File: config.mk
export PLATFORM = sky130hd
export DESIGN_NAME = spi_cmd_decoder_flat
export DESIGN_NICKNAME = d
export VERILOG_FILES = /design/src/rtl/spi_i2c_bridge_pkg.sv /design/src/rtl/spi_cmd_decoder_if.sv /design/src/rtl/cmd_byte_fifo.sv /design/src/rtl/spi_cmd_decoder.sv /design/src/flat_wrapper.sv
export SDC_FILE = /design/constraint.sdc
export NUM_CORES = 1
export LEC_CHECK = 0
export ABC_CLOCK_PERIOD_IN_PS = 4600
export BUFFER_PORTS_ARGS = -buffer_cell sky130_fd_sc_hd__buf_4
export CORE_MARGIN = 2
export CORE_UTILIZATION = 61
export DETAILED_ROUTE_END_ITERATION = 10
export HOLD_SLACK_MARGIN = 0.06
export PLACE_DENSITY = 0.81
export SYNTH_ARGS = -nofsm -noshare
export SYNTH_HDL_FRONTEND = slang
export SYNTH_HIERARCHICAL = 1
export SYNTH_SLANG_ARGS = --single-unit
export TNS_END_PERCENT = 30
File: constraint.sdc
create_clock -name clk_i -period 4.6 [get_ports clk_i]
set_clock_uncertainty 0.15 [all_clocks]
set_input_delay 0.23 -clock clk_i [delete_from_list [all_inputs] [get_ports clk_i]]
set_output_delay 0.23 -clock clk_i [all_outputs]
set_load 0.01 [all_outputs]
File: src/rtl/spi_i2c_bridge_pkg.sv
// -----------------------------------------------------------------------------
// spi_i2c_bridge_pkg
// Shared definitions for the SPI-to-I2C bridge command path:
//   - state_t     : command decoder FSM states
//   - RW_BIT      : bit of the command byte carrying the I2C direction
//   - ADDR_W      : width of the 7-bit I2C target address field
//   - I2C_WRITE / I2C_READ : encoding of the direction bit
// -----------------------------------------------------------------------------
package spi_i2c_bridge_pkg;

   typedef enum logic [2:0] {
      IDLE,
      GET_LEN,
      GET_DATA,
      ISSUE,
      XFER
   } state_t;

   localparam int RW_BIT = 7;
   localparam int ADDR_W = 7;

   localparam logic I2C_WRITE = 1'b0;
   localparam logic I2C_READ  = 1'b1;

endpackage

File: src/rtl/spi_cmd_decoder_if.sv
// -----------------------------------------------------------------------------
// spi_cmd_decoder_if
// Bundles the SPI receive stream, the I2C request/data handshakes and the
// SPI transmit load path seen by spi_cmd_decoder.
//   modport master : the command decoder (drives requests, write data, tx load)
//   modport slave  : the surrounding SPI slave / I2C master side
// Parameters: WIDTH (byte width), LW (length field width).
// -----------------------------------------------------------------------------
interface spi_cmd_decoder_if
   import spi_i2c_bridge_pkg::*;
#(
   parameter int WIDTH = 8,
   parameter int LW    = 5
);

   logic              rx_valid_i;
   logic [WIDTH-1:0]  rx_data_i;
   logic              cs_active_i;
   logic              i2c_req_valid_o;
   logic              i2c_req_ready_i;
   logic [ADDR_W-1:0] i2c_addr_o;
   logic              i2c_rw_o;
   logic [LW-1:0]     i2c_len_o;
   logic              i2c_wdata_valid_o;
   logic              i2c_wdata_ready_i;
   logic [WIDTH-1:0]  i2c_wdata_o;
   logic              i2c_rdata_valid_i;
   logic [WIDTH-1:0]  i2c_rdata_i;
   logic              i2c_done_i;
   logic              tx_load_o;
   logic [WIDTH-1:0]  tx_data_o;
   logic              frame_err_o;
   logic              busy_o;

   modport master (
      input  rx_valid_i, rx_data_i, cs_active_i,
      input  i2c_req_ready_i, i2c_wdata_ready_i,
      input  i2c_rdata_valid_i, i2c_rdata_i, i2c_done_i,
      output i2c_req_valid_o, i2c_addr_o, i2c_rw_o, i2c_len_o,
      output i2c_wdata_valid_o, i2c_wdata_o,
      output tx_load_o, tx_data_o, frame_err_o, busy_o
   );

   modport slave (
      output rx_valid_i, rx_data_i, cs_active_i,
      output i2c_req_ready_i, i2c_wdata_ready_i,
      output i2c_rdata_valid_i, i2c_rdata_i, i2c_done_i,
      input  i2c_req_valid_o, i2c_addr_o, i2c_rw_o, i2c_len_o,
      input  i2c_wdata_valid_o, i2c_wdata_o,
      input  tx_load_o, tx_data_o, frame_err_o, busy_o
   );

endinterface

File: src/rtl/cmd_byte_fifo.sv
// -----------------------------------------------------------------------------
// cmd_byte_fifo
// Synchronous FIFO buffering write payload bytes between frame parsing and
// the I2C write phase.
// Ports:
//   clk_i, reset_i      : clock, synchronous active-high reset
//   flush_i             : empties the FIFO (wins over push/pop)
//   push_i, push_data_i : write a byte (ignored when full)
//   pop_i               : drop the head byte (ignored when empty)
//   pop_data_o          : current head byte
//   empty_o, full_o     : status flags
//   count_o             : number of stored bytes, 0..DEPTH
// Parameters: WIDTH, DEPTH (power of two, >= 2).
// -----------------------------------------------------------------------------
module cmd_byte_fifo #(
   parameter int WIDTH = 8,
   parameter int DEPTH = 16
) (
   input  logic                     clk_i,
   input  logic                     reset_i,
   input  logic                     flush_i,
   input  logic                     push_i,
   input  logic [WIDTH-1:0]         push_data_i,
   input  logic                     pop_i,
   output logic [WIDTH-1:0]         pop_data_o,
   output logic                     empty_o,
   output logic                     full_o,
   output logic [$clog2(DEPTH):0]   count_o
);

   localparam int AW = $clog2(DEPTH);

   logic [WIDTH-1:0] mem [DEPTH];
   logic [AW:0]      wr_ptr;
   logic [AW:0]      rd_ptr;
   logic             do_push;
   logic             do_pop;

   // Pointers carry one extra wrap bit so full and empty are distinguishable.
   assign empty_o    = (wr_ptr == rd_ptr);
   assign full_o     = (wr_ptr[AW] != rd_ptr[AW]) && (wr_ptr[AW-1:0] == rd_ptr[AW-1:0]);
   assign count_o    = wr_ptr - rd_ptr;
   assign pop_data_o = mem[rd_ptr[AW-1:0]];
   assign do_push    = push_i && !full_o && !flush_i;
   assign do_pop     = pop_i && !empty_o && !flush_i;

   // Storage array: no reset so it can map onto plain RAM/registers.
   always_ff @(posedge clk_i) begin
      if (do_push) begin
         mem[wr_ptr[AW-1:0]] <= push_data_i;
      end
   end

   // Pointer update; flush simply realigns both pointers at zero.
   always_ff @(posedge clk_i) begin
      if (reset_i || flush_i) begin
         wr_ptr <= '0;
         rd_ptr <= '0;
      end else begin
         if (do_push) begin
            wr_ptr <= wr_ptr + 1'b1;
         end
         if (do_pop) begin
            rd_ptr <= rd_ptr + 1'b1;
         end
      end
   end

endmodule

File: src/rtl/spi_cmd_decoder.sv
// -----------------------------------------------------------------------------
// spi_cmd_decoder
// Parses the SPI slave byte stream (command byte, length byte, write payload)
// into I2C transaction requests, streams buffered write payload to the I2C
// master and hands I2C read bytes back to the SPI slave transmit register.
// Ports:
//   clk_i   : single clock
//   reset_i : synchronous, active-high reset
//   bus     : spi_cmd_decoder_if.master (SPI rx stream, cs level, I2C request,
//             write data, read data, done, tx load, frame error, busy)
// Parameters: WIDTH, DEPTH, LW, TIMEOUT_CYCLES.
// Optional feature: define BRIDGE_FRAME_TIMEOUT_EN to abort frames that stall
// for TIMEOUT_CYCLES cycles in GET_LEN/GET_DATA; otherwise those states wait
// indefinitely and TIMEOUT_CYCLES is unused.
// -----------------------------------------------------------------------------
module spi_cmd_decoder
   import spi_i2c_bridge_pkg::*;
#(
   parameter int WIDTH          = 8,
   parameter int DEPTH          = 16,
   parameter int LW             = $clog2(DEPTH + 1),
   parameter int TIMEOUT_CYCLES = 1024
) (
   input  logic               clk_i,
   input  logic               reset_i,
   spi_cmd_decoder_if.master  bus
);

   localparam logic [WIDTH-1:0] DEPTH_B = WIDTH'(DEPTH);

   state_t              state_q;
   state_t              state_d;
   logic [ADDR_W-1:0]   addr_q;
   logic                rw_q;
   logic [LW-1:0]       len_q;
   logic [LW-1:0]       rem_q;
   logic [WIDTH-1:0]    tx_data_q;
   logic                tx_load_q;
   logic                frame_err_q;

   logic                err_d;
   logic                abort;
   logic                cmd_latch;
   logic                len_latch;
   logic                rem_dec;
   logic                fifo_flush;
   logic                fifo_push;
   logic                fifo_pop;
   logic                fifo_empty;
   logic [WIDTH-1:0]    fifo_head;
   logic                wdata_valid;
   logic                rdata_capture;
   logic                timeout_hit;
   logic                unused_fifo_full;
   logic [$clog2(DEPTH):0] unused_fifo_count;

`ifdef BRIDGE_FRAME_TIMEOUT_EN
   localparam int TW = $clog2(TIMEOUT_CYCLES + 1);
   logic [TW-1:0] timer_q;
   logic          in_frame;

   assign in_frame    = (state_q == GET_LEN) || (state_q == GET_DATA);
   assign timeout_hit = in_frame && !bus.rx_valid_i &&
                        (timer_q == TW'(TIMEOUT_CYCLES - 1));

   // Counts idle cycles inside a frame; any received byte restarts it.
   always_ff @(posedge clk_i) begin
      if (reset_i || !in_frame || bus.rx_valid_i) begin
         timer_q <= '0;
      end else begin
         timer_q <= timer_q + 1'b1;
      end
   end
`else
   logic unused_timeout;
   assign unused_timeout = (TIMEOUT_CYCLES > 0);
   assign timeout_hit    = 1'b0;
`endif

   cmd_byte_fifo #(
      .WIDTH (WIDTH),
      .DEPTH (DEPTH)
   ) u_fifo (
      .clk_i       (clk_i),
      .reset_i     (reset_i),
      .flush_i     (fifo_flush),
      .push_i      (fifo_push),
      .push_data_i (bus.rx_data_i),
      .pop_i       (fifo_pop),
      .pop_data_o  (fifo_head),
      .empty_o     (fifo_empty),
      .full_o      (unused_fifo_full),
      .count_o     (unused_fifo_count)
   );

   // State register.
   always_ff @(posedge clk_i) begin
      if (reset_i) begin
         state_q <= IDLE;
      end else begin
         state_q <= state_d;
      end
   end

   // Next-state and control strobes. A cs drop (or timeout) during parsing
   // takes priority over a byte arriving in the same cycle, which is dropped.
   always_comb begin
      state_d    = state_q;
      err_d      = 1'b0;
      abort      = 1'b0;
      cmd_latch  = 1'b0;
      len_latch  = 1'b0;
      rem_dec    = 1'b0;
      fifo_flush = 1'b0;
      fifo_push  = 1'b0;
      case (state_q)
         IDLE: begin
            if (bus.rx_valid_i && bus.cs_active_i) begin
               cmd_latch = 1'b1;
               state_d   = GET_LEN;
            end
         end
         GET_LEN: begin
            if (!bus.cs_active_i || timeout_hit) begin
               abort = 1'b1;
            end else if (bus.rx_valid_i) begin
               if ((bus.rx_data_i == '0) || (bus.rx_data_i > DEPTH_B)) begin
                  err_d   = 1'b1;
                  state_d = IDLE;
               end else begin
                  len_latch = 1'b1;
                  state_d   = (rw_q == I2C_READ) ? ISSUE : GET_DATA;
               end
            end
         end
         GET_DATA: begin
            if (!bus.cs_active_i || timeout_hit) begin
               abort = 1'b1;
            end else if (bus.rx_valid_i) begin
               fifo_push = 1'b1;
               rem_dec   = 1'b1;
               if (rem_q == LW'(1)) begin
                  state_d = ISSUE;
               end
            end
         end
         ISSUE: begin
            err_d = bus.rx_valid_i;
            if (bus.i2c_req_ready_i) begin
               state_d = XFER;
            end
         end
         XFER: begin
            err_d = bus.rx_valid_i;
            if (bus.i2c_done_i) begin
               fifo_flush = 1'b1;
               state_d    = IDLE;
            end
         end
         default: begin
            state_d = IDLE;
         end
      endcase
      if (abort) begin
         fifo_flush = 1'b1;
         err_d      = 1'b1;
         state_d    = IDLE;
      end
   end

   assign wdata_valid   = (state_q == XFER) && (rw_q == I2C_WRITE) && !fifo_empty;
   assign fifo_pop      = wdata_valid && bus.i2c_wdata_ready_i;
   assign rdata_capture = (state_q == XFER) && (rw_q == I2C_READ) && bus.i2c_rdata_valid_i;

   // Frame fields, remaining-byte count, read-back byte and error pulse.
   always_ff @(posedge clk_i) begin
      if (reset_i) begin
         addr_q      <= '0;
         rw_q        <= I2C_WRITE;
         len_q       <= '0;
         rem_q       <= '0;
         tx_data_q   <= '0;
         tx_load_q   <= 1'b0;
         frame_err_q <= 1'b0;
      end else begin
         frame_err_q <= err_d;
         tx_load_q   <= rdata_capture;
         if (cmd_latch) begin
            addr_q <= bus.rx_data_i[ADDR_W-1:0];
            rw_q   <= bus.rx_data_i[RW_BIT];
         end
         if (len_latch) begin
            len_q <= LW'(bus.rx_data_i);
            rem_q <= LW'(bus.rx_data_i);
         end else if (rem_dec) begin
            rem_q <= rem_q - LW'(1);
         end
         if (rdata_capture) begin
            tx_data_q <= bus.i2c_rdata_i;
         end
      end
   end

   assign bus.i2c_req_valid_o   = (state_q == ISSUE);
   assign bus.i2c_addr_o        = addr_q;
   assign bus.i2c_rw_o          = rw_q;
   assign bus.i2c_len_o         = len_q;
   assign bus.i2c_wdata_valid_o = wdata_valid;
   assign bus.i2c_wdata_o       = wdata_valid ? fifo_head : '0;
   assign bus.tx_load_o         = tx_load_q;
   assign bus.tx_data_o         = tx_data_q;
   assign bus.frame_err_o       = frame_err_q;
   assign bus.busy_o            = (state_q != IDLE);

endmodule

File: src/flat_wrapper.sv
// flat-port wrapper written by rule: the top's interface ports become plain ports
module spi_cmd_decoder_flat import spi_i2c_bridge_pkg::*;
#(
   parameter int WIDTH          = 8,
   parameter int DEPTH          = 16,
   parameter int LW             = $clog2(DEPTH + 1),
   parameter int TIMEOUT_CYCLES = 1024
)
  (clk_i, reset_i, bus_rx_valid_i, bus_rx_data_i, bus_cs_active_i, bus_i2c_req_ready_i, bus_i2c_wdata_ready_i, bus_i2c_rdata_valid_i, bus_i2c_rdata_i, bus_i2c_done_i, bus_i2c_req_valid_o, bus_i2c_addr_o, bus_i2c_rw_o, bus_i2c_len_o, bus_i2c_wdata_valid_o, bus_i2c_wdata_o, bus_tx_load_o, bus_tx_data_o, bus_frame_err_o, bus_busy_o);
  spi_cmd_decoder_if #(.WIDTH(WIDTH), .LW(LW)) bus_i ();
  input  logic clk_i;
  input  logic reset_i;
  input wire logic [$bits(bus_i.rx_valid_i)-1:0] bus_rx_valid_i;
  input wire logic [$bits(bus_i.rx_data_i)-1:0] bus_rx_data_i;
  input wire logic [$bits(bus_i.cs_active_i)-1:0] bus_cs_active_i;
  input wire logic [$bits(bus_i.i2c_req_ready_i)-1:0] bus_i2c_req_ready_i;
  input wire logic [$bits(bus_i.i2c_wdata_ready_i)-1:0] bus_i2c_wdata_ready_i;
  input wire logic [$bits(bus_i.i2c_rdata_valid_i)-1:0] bus_i2c_rdata_valid_i;
  input wire logic [$bits(bus_i.i2c_rdata_i)-1:0] bus_i2c_rdata_i;
  input wire logic [$bits(bus_i.i2c_done_i)-1:0] bus_i2c_done_i;
  output wire logic [$bits(bus_i.i2c_req_valid_o)-1:0] bus_i2c_req_valid_o;
  output wire logic [$bits(bus_i.i2c_addr_o)-1:0] bus_i2c_addr_o;
  output wire logic [$bits(bus_i.i2c_rw_o)-1:0] bus_i2c_rw_o;
  output wire logic [$bits(bus_i.i2c_len_o)-1:0] bus_i2c_len_o;
  output wire logic [$bits(bus_i.i2c_wdata_valid_o)-1:0] bus_i2c_wdata_valid_o;
  output wire logic [$bits(bus_i.i2c_wdata_o)-1:0] bus_i2c_wdata_o;
  output wire logic [$bits(bus_i.tx_load_o)-1:0] bus_tx_load_o;
  output wire logic [$bits(bus_i.tx_data_o)-1:0] bus_tx_data_o;
  output wire logic [$bits(bus_i.frame_err_o)-1:0] bus_frame_err_o;
  output wire logic [$bits(bus_i.busy_o)-1:0] bus_busy_o;
  assign bus_i.rx_valid_i = bus_rx_valid_i;
  assign bus_i.rx_data_i = bus_rx_data_i;
  assign bus_i.cs_active_i = bus_cs_active_i;
  assign bus_i.i2c_req_ready_i = bus_i2c_req_ready_i;
  assign bus_i.i2c_wdata_ready_i = bus_i2c_wdata_ready_i;
  assign bus_i.i2c_rdata_valid_i = bus_i2c_rdata_valid_i;
  assign bus_i.i2c_rdata_i = bus_i2c_rdata_i;
  assign bus_i.i2c_done_i = bus_i2c_done_i;
  assign bus_i2c_req_valid_o = bus_i.i2c_req_valid_o;
  assign bus_i2c_addr_o = bus_i.i2c_addr_o;
  assign bus_i2c_rw_o = bus_i.i2c_rw_o;
  assign bus_i2c_len_o = bus_i.i2c_len_o;
  assign bus_i2c_wdata_valid_o = bus_i.i2c_wdata_valid_o;
  assign bus_i2c_wdata_o = bus_i.i2c_wdata_o;
  assign bus_tx_load_o = bus_i.tx_load_o;
  assign bus_tx_data_o = bus_i.tx_data_o;
  assign bus_frame_err_o = bus_i.frame_err_o;
  assign bus_busy_o = bus_i.busy_o;
  spi_cmd_decoder #(.WIDTH(WIDTH), .DEPTH(DEPTH), .LW(LW), .TIMEOUT_CYCLES(TIMEOUT_CYCLES)) u_core (.clk_i(clk_i), .reset_i(reset_i), .bus(bus_i));
endmodule
[Word-level counts from Yosys, hierarchy flattened]
Memory sizes are Yosys's and may differ from the RTL's. A register that Yosys moved wholly into a read port is not among the register bits.
Index checks and enable logic that the tools add are counted.
Storage, ports and cells
  register bits after elaboration: 41
  memory bits (writable): 128
  input port bits: 24
  output and inout bits: 34
  word-level logic and storage cells: 93
  memories: 1
Memories
  u_core.u_fifo.mem: depth 16, bits a word 8, rd ports 1, clocked after Yosys merged registers in 1, wr ports 1, line cmd_byte_fifo.sv:33  | logic [WIDTH-1:0] mem [DEPTH];
Cells by class
  add/sub/neg operators: 3
  magnitude comparators: 1
  eq/ne operators: 16
  muxes and demuxes: 37
  bitwise logic cells: 1
  reductions and logical operators: 24
Operator list (number)
  $mux 3: 9
  $mux 1: 21
  $pmux 3 s5: 1
  $ne 2x2->1 const B: 6
  $logic_and 1x1->1: 11
  $add 5x1->5 const B: 2
  $mux 5: 2
  $gt 8x5->1 const B: 1
  $logic_not 8->1: 1
  $mux 4: 2
  $mux 8: 1
  $reduce_and 8->1: 1
  $eq 3x2->1 const B: 2
  $reduce_or 2->1: 3
  $eq 5x1->1 const B: 1
  $eq 5x5->1: 1
  $sub 5x1->5 const B: 1
  $eq 4x4->1: 1
  $ne 2x1->1 const B: 2
  $eq 3x1->1 const B: 1
  $eq 3x3->1 const B: 1
  $logic_not 1->1: 3
  $logic_not 3->1: 1
  $reduce_bool 3->1: 1
  other kinds (5): 6

[Depth between registers and ports, before layout]
Gate-level depths: netlist (run 1).
  depth after elaboration: 8
  gate-level depth with buffers: 10
  depth with buffers taken out: 10

[Hierarchy]
Netlist (run 1), hierarchy kept.
Modules (own cells, without submodules)
  cmd_byte_fifo: instances 1, cells an instance 308, area each 5688.0 um2, sequential area each 4124.0 um2
  spi_cmd_decoder: instances 1, cells an instance 170, area each 1550.2 um2, sequential area each 620.6 um2

[Worst setup path before layout (run 1)]
Ideal clock, no wire load.
  kind: reg2reg
  from: register u_core.state_q[2]
  to: memory u_core.u_fifo.mem[3][0], enable pin
  library setup time: 0.383 ns
  arrival time: 1.998 ns
  data required time: 4.067 ns
  path slack: 2.069 ns
  stages on the path, launching flop included: 6
  path buffers: 0
  clock period less this slack: 2.531 ns
  path through: dfxtp_1 > nand2b_1 > nor3_2 > nor2b_1 > o211ai_2 > nor3_1
On the way
  elaborated cells on any way between the ends: 13
  those cells by class: eq/ne (3); mux (6); reduce/logical (4)
RTL lines
  start: declaration: line spi_cmd_decoder.sv:31  | state_t state_q;
  start signal: assignment: line spi_cmd_decoder.sv:101  | state_q <= state_d;
  $eq 3x2->1: line spi_cmd_decoder.sv:116  | case (state_q)
  $mux 1: line spi_cmd_decoder.sv:116
  via u_core.fifo_push: line spi_cmd_decoder.sv:47  | logic fifo_push;
  $logic_and 1x1->1 (2 in a row): line cmd_byte_fifo.sv:44  | assign do_push = push_i && !full_o && !flush_i;
  $mux 1: line cmd_byte_fifo.sv:49  | if (do_push) begin
  $mux 1 (not written as such): line cmd_byte_fifo.sv:50  | mem[wr_ptr[AW-1:0]] <= push_data_i;
  end: declaration: line cmd_byte_fifo.sv:33
The timed path passes the listed nets, and every way through them passes these cells.

[Worst setup path after layout (run 1)]
  from: register u_core.state_q[1]
  to: memory u_core.u_fifo.mem[3][4], enable pin
Same word-level chain as after synthesis.

==> results_tabular.tex, run 1 <==
\begin{tabular}{lr}
\hline
Metric & Value \\
\hline
\multicolumn{2}{l}{\textbf{Floorplanning}} \\
\quad Die H & roughly 110 um \\
\quad Die footprint & 12600 um2 \\
\quad Starting density of the core & 0.627 \\
\quad X dimension of the die & $\sim$110 um \\
\quad Std-Cell Core Area & 11400 um2 \\
\quad IO Count & 58 \\
\quad Number of cell rows & 39 \\
\multicolumn{2}{l}{\textbf{Min path}} \\
\quad Worst min-delay path category & in -> reg \\
\multicolumn{2}{l}{\textbf{STA}} \\
\quad Count of endpoints failing setup in the final report & 0 \\
\quad Setup repair after global routing missed its margin & false \\
\quad Top achievable clock speed & about 300 MHz \\
\quad Slew Limit Headroom & 0.195 \\
\quad Slew of the pin with the lowest slew margin & 1.20 ns \\
\quad Share of the cycle needed by the critical path after routing & 0.708 \\
\quad Total Neg Setup Slack & 0 ns \\
\quad Total count of max-transition violations in the final report & 0 \\
\quad Final hold violation count & 0 \\
\quad Tmin final & 3.26 ns \\
\multicolumn{2}{l}{\textbf{Power}} \\
\quad Internal portion of total power & 2.64 mW \\
\quad Sw Pwr & 0.666 mW \\
\quad Static Leak & 2.98 nW \\
\quad Relative contribution of combinational cells to total power & 0.030 \\
\quad Power density of the placed cells & 386 nW/um2 \\
\quad Sw Share & 0.202 \\
\quad Worst-case vdd ir drop & approximately 0.00025 V \\
\quad Clock network power share & 0.461 \\
\quad Part of the total power dissipated in sequential elements & 0.509 \\
\multicolumn{2}{l}{\textbf{Critical path}} \\
\quad Number of cells traversed by the worst register-to-register path & 5 \\
\quad Critical path required time & 4.47 ns \\
\quad Startpoint of the worst register-to-register path & u\_core/state\_q[1] \\
\quad Peak per-stage delay on the critical path & 0.96 ns \\
\quad Worst-path cell with the longest stage delay & nor3\_1 \\
\quad Setup slack, reg-to-reg & 1.34 ns \\
\quad Critical path capture point & u\_core/u\_fifo/mem[3][4] \\
\quad Kind of critical path & reg -> reg \\
\quad Startpoint class of the critical path & register \\
\quad Maximum fanout encountered on the critical timing path & 12 \\
\quad Critical path data arrival time & 3.13 ns \\
\quad Element type at the critical path end & register \\
\quad Worst path cell trace & nand2b\_1, nor3\_2, nor2b\_1, o211ai\_2, nor3\_1 \\
\quad Startpoint of the most critical setup path & u\_core/state\_q[1] \\
\quad Number of buffer and inverter stages on the critical path & 0 \\
\quad Worst path top cell family by delay & simple AND/OR/NAND/NOR gates \\
\quad Crit Reg-Reg Endpoint & u\_core/u\_fifo/mem[3][4] \\
\quad Critical path depth in cells & 5 \\
\multicolumn{2}{l}{\textbf{CTS}} \\
\quad Post\_cts resized & 0 \\
\quad Clock-pin transition on the worst setup and hold timing paths & around 0.070 ns \\
\quad CTS tree & built \\
\quad Sinks on the clock net & 173 \\
\quad Root Buffer Master & clkbuf\_16 \\
\quad TritonCTS buffer count & 17 \\
\quad Cts-stage hold buffer count & 29 \\
\quad Worst-skew pair later-pin latency & roughly 0.42 ns \\
\quad Number of levels in the clock H-tree & 4 \\
\quad Buffer count from post-CTS setup fixing & 0 \\
\quad Worst-case clock buffer depth & 2 \\
\multicolumn{2}{l}{\textbf{Flow run}} \\
\quad Max-cap check violation count & 0 \\
\multicolumn{2}{l}{\textbf{Layout}} \\
\quad Leading cell type in the layout, fill and taps excluded & edfxtp\_1 \\
\quad Area of all placed cells without fillers & 8560 um2 \\
\quad Area Growth Syn to Fin & 19.7\% \\
\quad Share of post-route cells with drive strength above 1 & 0.243 \\
\quad Area of the multi-input gates & 2240 um2 \\
\quad Final cell count without fillers & between 700 and 800 \\
\quad Commonest cells after routing, fill and taps aside & 128 x edfxtp\_1, 58 x buf\_4, 45 x nor2\_1 \\
\quad Number of nets in the layout & 585 \\
\quad Register area & 4750 um2 \\
\quad Number of filler instances in the final layout & 666 \\
\quad Diode count & 0 \\
\multicolumn{2}{l}{\textbf{GRT}} \\
\quad Largest net degree at the start of global routing & 33 \\
\quad Global-route wire length before repair & $\sim$25000 um \\
\quad Remaining global-route overflow & 0 \\
\quad Overall track demand over capacity in global routing & 0.270 \\
\quad Initial antenna violation count & 0 \\
\quad Via count of the first global-routing pass & 4436 \\
\multicolumn{2}{l}{\textbf{Detailed routing}} \\
\quad DR WL/cell & approximately 23 um \\
\quad Initial drt markers & 571 \\
\quad Antenna-violating nets left & 0 \\
\quad DR vias & 4415 \\
\quad Detailed-route vias per instance & $\sim$6.3 \\
\quad Detailed-route DRC error count & 0 \\
\quad 1st-pass router iterations & 6 \\
\quad Total Routed Length & 16100 um \\
\multicolumn{2}{l}{\textbf{Synth}} \\
\quad Synthesized cell area & 7160 um2 \\
\quad Mapped Nets & 502 \\
\quad Synthesized netlist cell count & 467 \\
\quad Syn. warnings & 6 \\
\quad Per-instance average area after synthesis & about 15 um2 \\
\multicolumn{2}{l}{\textbf{Placed design}} \\
\quad Placed cell area & 7640 um2 \\
\quad Buffers added on ports & 57 \\
\quad Total placed cells including tap cells & 645 \\
\quad DPL Wire Length & between 9000 and 10000 um \\
\quad RD Place Congestion & roughly 0.87 \\
\multicolumn{2}{l}{\textbf{Outcome}} \\
\quad Run status & finished clean \\
\hline
\end{tabular}
## layer usage
metal  part of all wire  global-route usage  vias up
met1               0.40               0.358     2185
met5                  0                   0        -
met4              0.024              0.0919        0
met2               0.51               0.451      233
li1                   -                   -     1962
met3              0.071              0.0589       35
## flip-flops by register name, indices dropped and copies added, names as in the netlist, named ones only
signal / cells
u_core/u_fifo/mem: 128
u_core/bus.tx_data_o: 8
u_core/bus.i2c_addr_o: 7
u_core/bus.i2c_len_o: 5
u_core/rem_q: 5
u_core/u_fifo/rd_ptr: 5
u_core/u_fifo/wr_ptr: 5
u_core/state_q: 3
u_core/bus.frame_err_o: 1
u_core/bus.i2c_rw_o: 1
u_core/bus.tx_load_o: 1
## tightest hold or removal path: cells and delay by family
family / cells / cell delay, ns
buf+inv: 2 / 0.18
compound gates: 2 / 0.28
## layout make-up
type,instances,area share
Sequential cell,173,0.554
Timing Repair Buffer,87,0.0847
Clock inverter,15,0.0244
Inverter,11,0.00482
Multi-Input combinational cell,260,0.261
Clock buffer,17,0.0497
Tap cell,143,0.0209
## worst min-delay path by stage
stage / startpoint / to / slack, ns / cells after the start
after floorplan: bus_rx_data_i[0] / u_core/u_fifo/mem[0][0] / 0.18 / 0
after global placement: u_core/bus.i2c_len_o[0] / u_core/bus.i2c_len_o[0] / 0.31 / 2
after detailed placement: u_core/bus.i2c_len_o[4] / u_core/bus.i2c_len_o[4] / 0.33 / 2
after CTS: bus_rx_valid_i / u_core/bus.frame_err_o / 0.13 / 4
after global routing: bus_rx_valid_i / u_core/bus.frame_err_o / 0.21 / 4
final: bus_rx_valid_i / u_core/bus.frame_err_o / 0.18 / 4
## power by group through the flow
stage          Combinational [mW]  Clock (mW)  Sequential [mW]
3_5_place_dp               0.0832           0             1.72
3_3_place_gp               0.0804           0             1.72
5_1_grt                     0.107        1.60             1.68
2_1_floorplan              0.0315           0             1.72
4_1_cts                    0.0972        1.54             1.68
6_report                   0.0997        1.52             1.68
## through the flow
stage	total power, mW	utilization	hold WS [ns]	setup slack (ns)
6_report	3.30	0.750	0.184	1.34
5_1_grt	3.39	0.750	0.211	1.05
4_1_cts	3.32	0.750	0.131	1.37
3_5_place_dp	1.80	0.669	0.325	1.47
3_3_place_gp	1.80	0.669	0.312	1.68
2_1_floorplan	1.75	-	0.179	2.07
(Power assumes the default switching activity.)
==> inputs of run 2 (changes only) <==
--- a/config.mk
+++ b/config.mk
@@ -5,13 +5,14 @@
 export SDC_FILE = /design/constraint.sdc
 export NUM_CORES = 1
 export LEC_CHECK = 0
-export ABC_CLOCK_PERIOD_IN_PS = 4600
+export ABC_AREA = 1
+export ABC_CLOCK_PERIOD_IN_PS = 3200
 export BUFFER_PORTS_ARGS = -buffer_cell sky130_fd_sc_hd__buf_4
 export CORE_MARGIN = 2
-export CORE_UTILIZATION = 61
+export CORE_UTILIZATION = 60
 export DETAILED_ROUTE_END_ITERATION = 10
 export HOLD_SLACK_MARGIN = 0.06
-export PLACE_DENSITY = 0.81
+export PLACE_DENSITY = 0.79
 export SYNTH_ARGS = -nofsm -noshare
 export SYNTH_HDL_FRONTEND = slang
 export SYNTH_HIERARCHICAL = 1
==> constraint.sdc (replaced) <==
create_clock -name clk_i -period 3.2 [get_ports clk_i]
set_clock_uncertainty 0.15 [all_clocks]
set_input_delay 0.16 -clock clk_i [delete_from_list [all_inputs] [get_ports clk_i]]
set_output_delay 0.16 -clock clk_i [all_outputs]
set_load 0.01 [all_outputs]
==> run 2 against run 1 <==
Net effect:
- worst hold slack got worse by 0.091 ns
- final cell count increased by 61%
- worst setup slack got worse by 0.84 ns
- largest power group unchanged
- highest routed layer unchanged
==> results_tabular.tex, run 2 <==
\begin{tabular}{lr}
\hline
Metric & Value \\
\hline
\multicolumn{2}{l}{\textbf{Power}} \\
\quad Power density of the placed cells & 500 nW/um2 \\
\quad Static Leak & 4.05 nW \\
\quad Worst-case vdd ir drop & 0.000353 V \\
\quad Total power & 4.67 mW \\
\multicolumn{2}{l}{\textbf{Critical path}} \\
\quad Startpoint class of the critical path & register \\
\quad Element type at the critical path end & output port \\
\quad Critical path data arrival time & 2.39 ns \\
\quad Critical path required time & 2.89 ns \\
\quad Kind of critical path & reg -> out \\
\quad Maximum fanout encountered on the critical timing path & 34 \\
\multicolumn{2}{l}{\textbf{Layout}} \\
\quad Final cell count without fillers & approximately 1100 \\
\quad Leading cell type in the layout, fill and taps excluded & nand2\_1 \\
\quad Final Core Density & 0.737 \\
\quad Commonest cells after routing, fill and taps aside & 282 x nand2\_1, 128 x edfxtp\_1, 117 x inv\_1 \\
\quad Number of nets in the layout & between 900 and 1000 \\
\quad Share of post-route cells with drive strength above 1 & 0.138 \\
\quad Area of the multi-input gates & 2480 um2 \\
\quad Max reg flops & 128 \\
\quad Number of filler instances in the final layout & 892 \\
\quad Area Growth Syn to Fin & 19.0\% \\
\quad Area of all placed cells without fillers & 9340 um2 \\
\quad Diode count & 0 \\
\quad Register area & 4750 um2 \\
\multicolumn{2}{l}{\textbf{GRT}} \\
\quad Remaining global-route overflow & 0 \\
\quad Global-route wire length before repair & 29600 um \\
\quad Initial antenna violation count & 0 \\
\quad Largest net degree at the start of global routing & 65 \\
\quad Overall track demand over capacity in global routing & 0.276 \\
\quad Via count of the first global-routing pass & between 5000 and 6000 \\
\multicolumn{2}{l}{\textbf{Floorplanning}} \\
\quad Number of cell rows & 41 \\
\quad Die footprint & between 10000 and 15000 um2 \\
\quad Starting density of the core & 0.619 \\
\quad IO Count & 58 \\
\quad Die H & 118 um \\
\quad X dimension of the die & 118 um \\
\quad Std-Cell Core Area & 12700 um2 \\
\multicolumn{2}{l}{\textbf{Detailed routing}} \\
\quad DR vias & 6040 \\
\quad 1st-pass router iterations & 8 \\
\quad Antenna-violating nets left & 0 \\
\quad DR WL/cell & between 15 and 20 um \\
\quad Detailed-route vias per instance & about 5.3 \\
\quad Detailed-route DRC error count & 0 \\
\quad Initial drt markers & 563 \\
\quad Total Routed Length & 18400 um \\
\multicolumn{2}{l}{\textbf{Placed design}} \\
\quad Total placed cells including tap cells & 1074 \\
\quad Buffers added on ports & 57 \\
\quad Setup slack after placement & 0.629 ns \\
\quad RD Place Congestion & approximately 0.84 \\
\quad DPL Wire Length & 11000 um \\
\quad Placed cell area & around 8400 um2 \\
\multicolumn{2}{l}{\textbf{STA}} \\
\quad Setup repair after global routing missed its margin & false \\
\quad Count of endpoints failing setup in the final report & 0 \\
\quad Total count of max-transition violations in the final report & 0 \\
\quad Total Neg Setup Slack & 0 ns \\
\quad Top achievable clock speed & approximately 370 MHz \\
\quad Tmin final & 2.70 ns \\
\quad Final hold violation count & 0 \\
\quad Final setup margin & 0.503 ns \\
\quad Slew Limit Headroom & 0.498 \\
\quad Share of the cycle needed by the critical path after routing & 0.843 \\
\quad Slew of the pin with the lowest slew margin & approximately 0.75 ns \\
\quad Fin Hold WS & around 0.09 ns \\
\multicolumn{2}{l}{\textbf{CTS}} \\
\quad Sinks on the clock net & between 150 and 200 \\
\quad Root Buffer Master & clkbuf\_16 \\
\quad CTS tree & built \\
\quad Post\_cts resized & 0 \\
\quad Number of levels in the clock H-tree & 4 \\
\quad Worst-skew pair later-pin latency & about 0.44 ns \\
\quad Worst-case clock buffer depth & 2 \\
\quad Clock-pin transition on the worst setup and hold timing paths & 0.06 ns \\
\quad TritonCTS buffer count & 17 \\
\multicolumn{2}{l}{\textbf{Synth}} \\
\quad Synthesized netlist cell count & 860 \\
\quad Synthesized cell area & 7850 um2 \\
\quad Mapped Nets & 895 \\
\quad Syn. warnings & 6 \\
\quad Per-instance average area after synthesis & 9.13 um2 \\
\multicolumn{2}{l}{\textbf{Flow run}} \\
\quad Max-cap check violation count & 0 \\
\multicolumn{2}{l}{\textbf{Outcome}} \\
\quad Run status & finished clean \\
\multicolumn{2}{l}{\textbf{Min path}} \\
\quad Worst min-delay path category & in -> reg \\
\hline
\end{tabular}
run 2: power by group:
group / internal, mW / switching, mW
Combinational: 0.0566 / 0.0917
Clock: 1.25 / 0.856
Sequential: 2.41 / 0.00590
Total: 3.72 / 0.954
run 2: final timing paths:
| path | start | endpoint | slack [ns] | cells after the start |
|---|---|---|---|---|
| worst max-delay path | register | bus_i2c_wdata_o[3] | 0.50 | 11 |
| worst min-delay path | bus_i2c_wdata_ready_i | u_core/u_fifo/rd_ptr[2] | 0.09 | 5 |
| worst max register to register | u_core/state_q[2] | u_core/u_fifo/mem[3][0] | 0.59 | 10 |
| worst min register to register | u_core/bus.i2c_addr_o[3] | u_core/bus.i2c_addr_o[3] | 0.31 | 2 |
run 2: layer usage:
layer  track usage  routed length, um  vias to the layer above
li1              -                  -                     2952
met4         0.101                345                        0
met5             0                  0                        -
met2         0.458               9130                      254
met3        0.0574               1530                       34
met1         0.358               7450                     2800
run 2: area by class of cell:
type                    count  area share
inverters                 122      0.0490
well taps                 172      0.0230
multi-input cells         536       0.265
repair buffers            101      0.0892
clock inverters            13      0.0178
flip-flops and latches    173       0.508
clock buffers              19      0.0474
run 2: critical path, cell delays in order (launching register included):
cell and delay (ns):
dfxtp_2 0.34, inv_2 0.42, buf_4 0.34, nand2_1 0.09, nand2_1 0.06, nand2_1 0.04, nand3_1 0.07, nand3_1 0.09
nand2_1 0.08, inv_1 0.04, nor2_1 0.21, buf_4 0.17
run 2: what timing repair did:
item	4_1_cts	5_1_grt
hold endpoints to repair	153	0
hold buffers	30	0
setup buffers	0	0
==> inputs of run 3 (changes only) <==
--- a/config.mk
+++ b/config.mk
@@ -6,7 +6,7 @@
 export NUM_CORES = 1
 export LEC_CHECK = 0
 export ABC_AREA = 1
-export ABC_CLOCK_PERIOD_IN_PS = 3200
+export ABC_CLOCK_PERIOD_IN_PS = 2700
 export BUFFER_PORTS_ARGS = -buffer_cell sky130_fd_sc_hd__buf_4
 export CORE_MARGIN = 2
 export CORE_UTILIZATION = 60
==> constraint.sdc (replaced) <==
create_clock -name clk_i -period 2.7 [get_ports clk_i]
set_clock_uncertainty 0.15 [all_clocks]
set_input_delay 0.135 -clock clk_i [delete_from_list [all_inputs] [get_ports clk_i]]
set_output_delay 0.135 -clock clk_i [all_outputs]
set_load 0.01 [all_outputs]
==> run 3 against run 2 <==
Net effect:
- die area did not move
- non-clock buffer count rose by 11
- combinational power rose by 20%
- highest routed layer unchanged
- via count rose by 2.0%
- register-to-register slack got worse by 0.30 ns
- power rose by 15%
==> results_tabular.tex, run 3 (synthesis results as in run 2) <==
\begin{tabular}{lr}
\hline
Metric & Value \\
\hline
\multicolumn{2}{l}{\textbf{Critical path}} \\
\quad Number of buffer and inverter stages on the critical path & 4 \\
\quad Critical path required time & 2.41 ns \\
\quad Worst path cell trace & inv\_1, ha\_1, nand2\_1, nor2\_4, nand2\_4, inv\_1, nor3\_2, inv\_2, nor2\_1, buf\_4 \\
\quad Worst path top cell family by delay & simple AND/OR/NAND/NOR gates \\
\quad Worst-path cell with the longest stage delay & dfxtp\_1 \\
\quad Peak per-stage delay on the critical path & 0.39 ns \\
\quad Maximum fanout encountered on the critical timing path & 10 \\
\quad Cell seen most often among critical-path stages & inv\_1 \\
\quad Kind of critical path & reg -> out \\
\quad Element type at the critical path end & output port \\
\quad Critical path data arrival time & 2.27 ns \\
\quad Startpoint class of the critical path & register \\
\multicolumn{2}{l}{\textbf{STA}} \\
\quad Tmin final & 2.56 ns \\
\quad Top achievable clock speed & about 390 MHz \\
\quad Setup repair after global routing missed its margin & true \\
\quad Slew of the pin with the lowest slew margin & 0.568 ns \\
\quad Share of the cycle needed by the critical path after routing & 0.948 \\
\quad Total Neg Setup Slack & 0 ns \\
\quad Count of endpoints failing setup in the final report & 0 \\
\quad Final setup margin & 0.141 ns \\
\quad Total count of max-transition violations in the final report & 0 \\
\quad Slew Limit Headroom & 0.621 \\
\quad Final hold violation count & 0 \\
\quad Fin Hold WS & 0.128 ns \\
\multicolumn{2}{l}{\textbf{Floorplanning}} \\
\quad Die H & 118 um \\
\quad Starting density of the core & 0.619 \\
\quad Die footprint & 14000 um2 \\
\quad Std-Cell Core Area & 12700 um2 \\
\quad Number of cell rows & 41 \\
\quad IO Count & between 50 and 60 \\
\quad X dimension of the die & about 120 um \\
\multicolumn{2}{l}{\textbf{GRT}} \\
\quad Overall track demand over capacity in global routing & 0.270 \\
\quad Initial antenna violation count & 0 \\
\quad Remaining global-route overflow & 0 \\
\quad Via count of the first global-routing pass & 5857 \\
\quad Global-route wire length before repair & a little under 30000 um \\
\quad Largest net degree at the start of global routing & 65 \\
\multicolumn{2}{l}{\textbf{CTS}} \\
\quad Sinks on the clock net & 173 \\
\quad Worst-case clock buffer depth & 2 \\
\quad Clock-pin transition on the worst setup and hold timing paths & 0.06 ns \\
\quad CTS tree & built \\
\quad Number of levels in the clock H-tree & 4 \\
\quad Root Buffer Master & clkbuf\_16 \\
\quad Buffer count from post-CTS setup fixing & 0 \\
\quad Worst-skew pair later-pin latency & 0.43 ns \\
\quad TritonCTS buffer count & 17 \\
\multicolumn{2}{l}{\textbf{Detailed routing}} \\
\quad Highest metal layer with signal wires & met4 \\
\quad Met3 WL & roughly 1400 um \\
\quad Detailed-route DRC error count & 0 \\
\quad Total Routed Length & 18400 um \\
\quad DR vias & 6162 \\
\quad Detailed-route vias per instance & 5.37 \\
\quad Met2 Routed Length & 8990 um \\
\quad Routed met1 length & 7500 um \\
\quad 1st-pass router iterations & 5 \\
\quad DR WL/cell & 16.0 um \\
\quad Antenna-violating nets left & 0 \\
\quad Initial drt markers & 687 \\
\multicolumn{2}{l}{\textbf{Power}} \\
\quad Sw Pwr & 1.06 mW \\
\quad Relative contribution of combinational cells to total power & 0.033 \\
\quad Worst-case vdd ir drop & 0.000419 V \\
\quad Clock network power share & 0.434 \\
\quad Static Leak & 4.13 nW \\
\quad Part of the total power dissipated in sequential elements & 0.533 \\
\quad Internal portion of total power & 4.32 mW \\
\quad Power density of the placed cells & about 570 nW/um2 \\
\quad Sw Share & 0.197 \\
\multicolumn{2}{l}{\textbf{Placed design}} \\
\quad Buffers added on ports & 57 \\
\quad Total placed cells including tap cells & $\sim$1100 \\
\quad RD Place Congestion & 0.927 \\
\quad DPL Wire Length & 11000 um \\
\quad Setup slack after placement & 0.359 ns \\
\multicolumn{2}{l}{\textbf{Layout}} \\
\quad Max reg flops & 128 \\
\quad Area Growth Syn to Fin & 20.0\% \\
\quad Commonest cells after routing, fill and taps aside & 282 x nand2\_1, 128 x edfxtp\_1, 117 x inv\_1 \\
\quad Final Core Density & 0.743 \\
\quad Leading cell type in the layout, fill and taps excluded & nand2\_1 \\
\quad Final cell count without fillers & 1147 \\
\quad Share of post-route cells with drive strength above 1 & 0.144 \\
\quad Number of nets in the layout & 997 \\
\quad Diode count & 0 \\
\multicolumn{2}{l}{\textbf{Flow run}} \\
\quad Max-cap check violation count & 0 \\
\multicolumn{2}{l}{\textbf{Outcome}} \\
\quad Run status & finished clean \\
\multicolumn{2}{l}{\textbf{Min path}} \\
\quad Worst min-delay path category & in -> reg \\
\hline
\end{tabular}
==> run 3: changes by cell type in the layout (fill, tap and decap cells not counted), sizes merged <==
| cell | delta |
|---|---|
| bufinv | -2 |
| clkinv | +1 |
| clkinvlp | -6 |
| clkbuf | +7 |
| dlygate4sd3 | +1 |
| buf | +10 |
==> run 3: layout make-up <==
type,count,area (um2)
sequential,173,4750
clock buffer,26,510
clock inverter,6,56.3
tap,172,215
inverter,122,458
fill,862,3260
timing repair buffer,112,947
multi-input combinational,536,2480
==> run 3: timing repair <==
item,in CTS,in global routing
hold endpoints to repair,154,0
hold buffers,31,0
endpoints found under the setup margin,0,3
gates resized for setup,0,2
==> run 3: stage by stage <==
step / instance area, um2 / power [mW]
4_1_cts: 9410 / 5.39
5_1_grt: 9420 / 5.49
6_report: 9420 / 5.37
2_1_floorplan: 7850 / 2.97
3_3_place_gp: 8530 / 3.06
3_5_place_dp: 8530 / 3.07
==> run 3: power groups by stage <==
stage | logic, mW | registers (mW) | clock network (mW)
after global placement | 0.144 | 2.92 | 0
after detailed placement | 0.146 | 2.92 | 0
after global routing | 0.190 | 2.86 | 2.44
after floorplan | 0.0519 | 2.92 | 0
final | 0.178 | 2.86 | 2.33
after CTS | 0.173 | 2.86 | 2.35
==> run 3: worst paths after layout <==
path              cells after the start  slack, ns               startpoint                        to
hold reg to reg                       2       0.31  u_core/bus.i2c_len_o[1]   u_core/bus.i2c_len_o[1]
setup / recovery                     10       0.14  u_core/u_fifo/wr_ptr[0]        bus_i2c_wdata_o[1]
setup reg to reg                     10       0.29        u_core/state_q[2]  u_core/u_fifo/mem[15][2]
hold / removal                        6       0.13    bus_i2c_wdata_ready_i                  register
==> run 3: per-layer routing <==
layer | track usage | up-vias
li1 | - | 2969
met1 | 0.346 | 2851
met2 | 0.440 | 304
met3 | 0.0555 | 38
met4 | 0.130 | 0
met5 | 0 | -
==> run 3: worst register-to-register path, stage by stage, from the launching register on <==
cell and delay, ns:
dfxtp_1 0.46, inv_2 0.09, nand3_2 0.11, inv_1 0.08, o21bai_1 0.21, o21ai_0 0.16
inv_1 0.15, nand2_1 0.09, nor2_1 0.09, nand3_1 0.16, inv_1 0.32
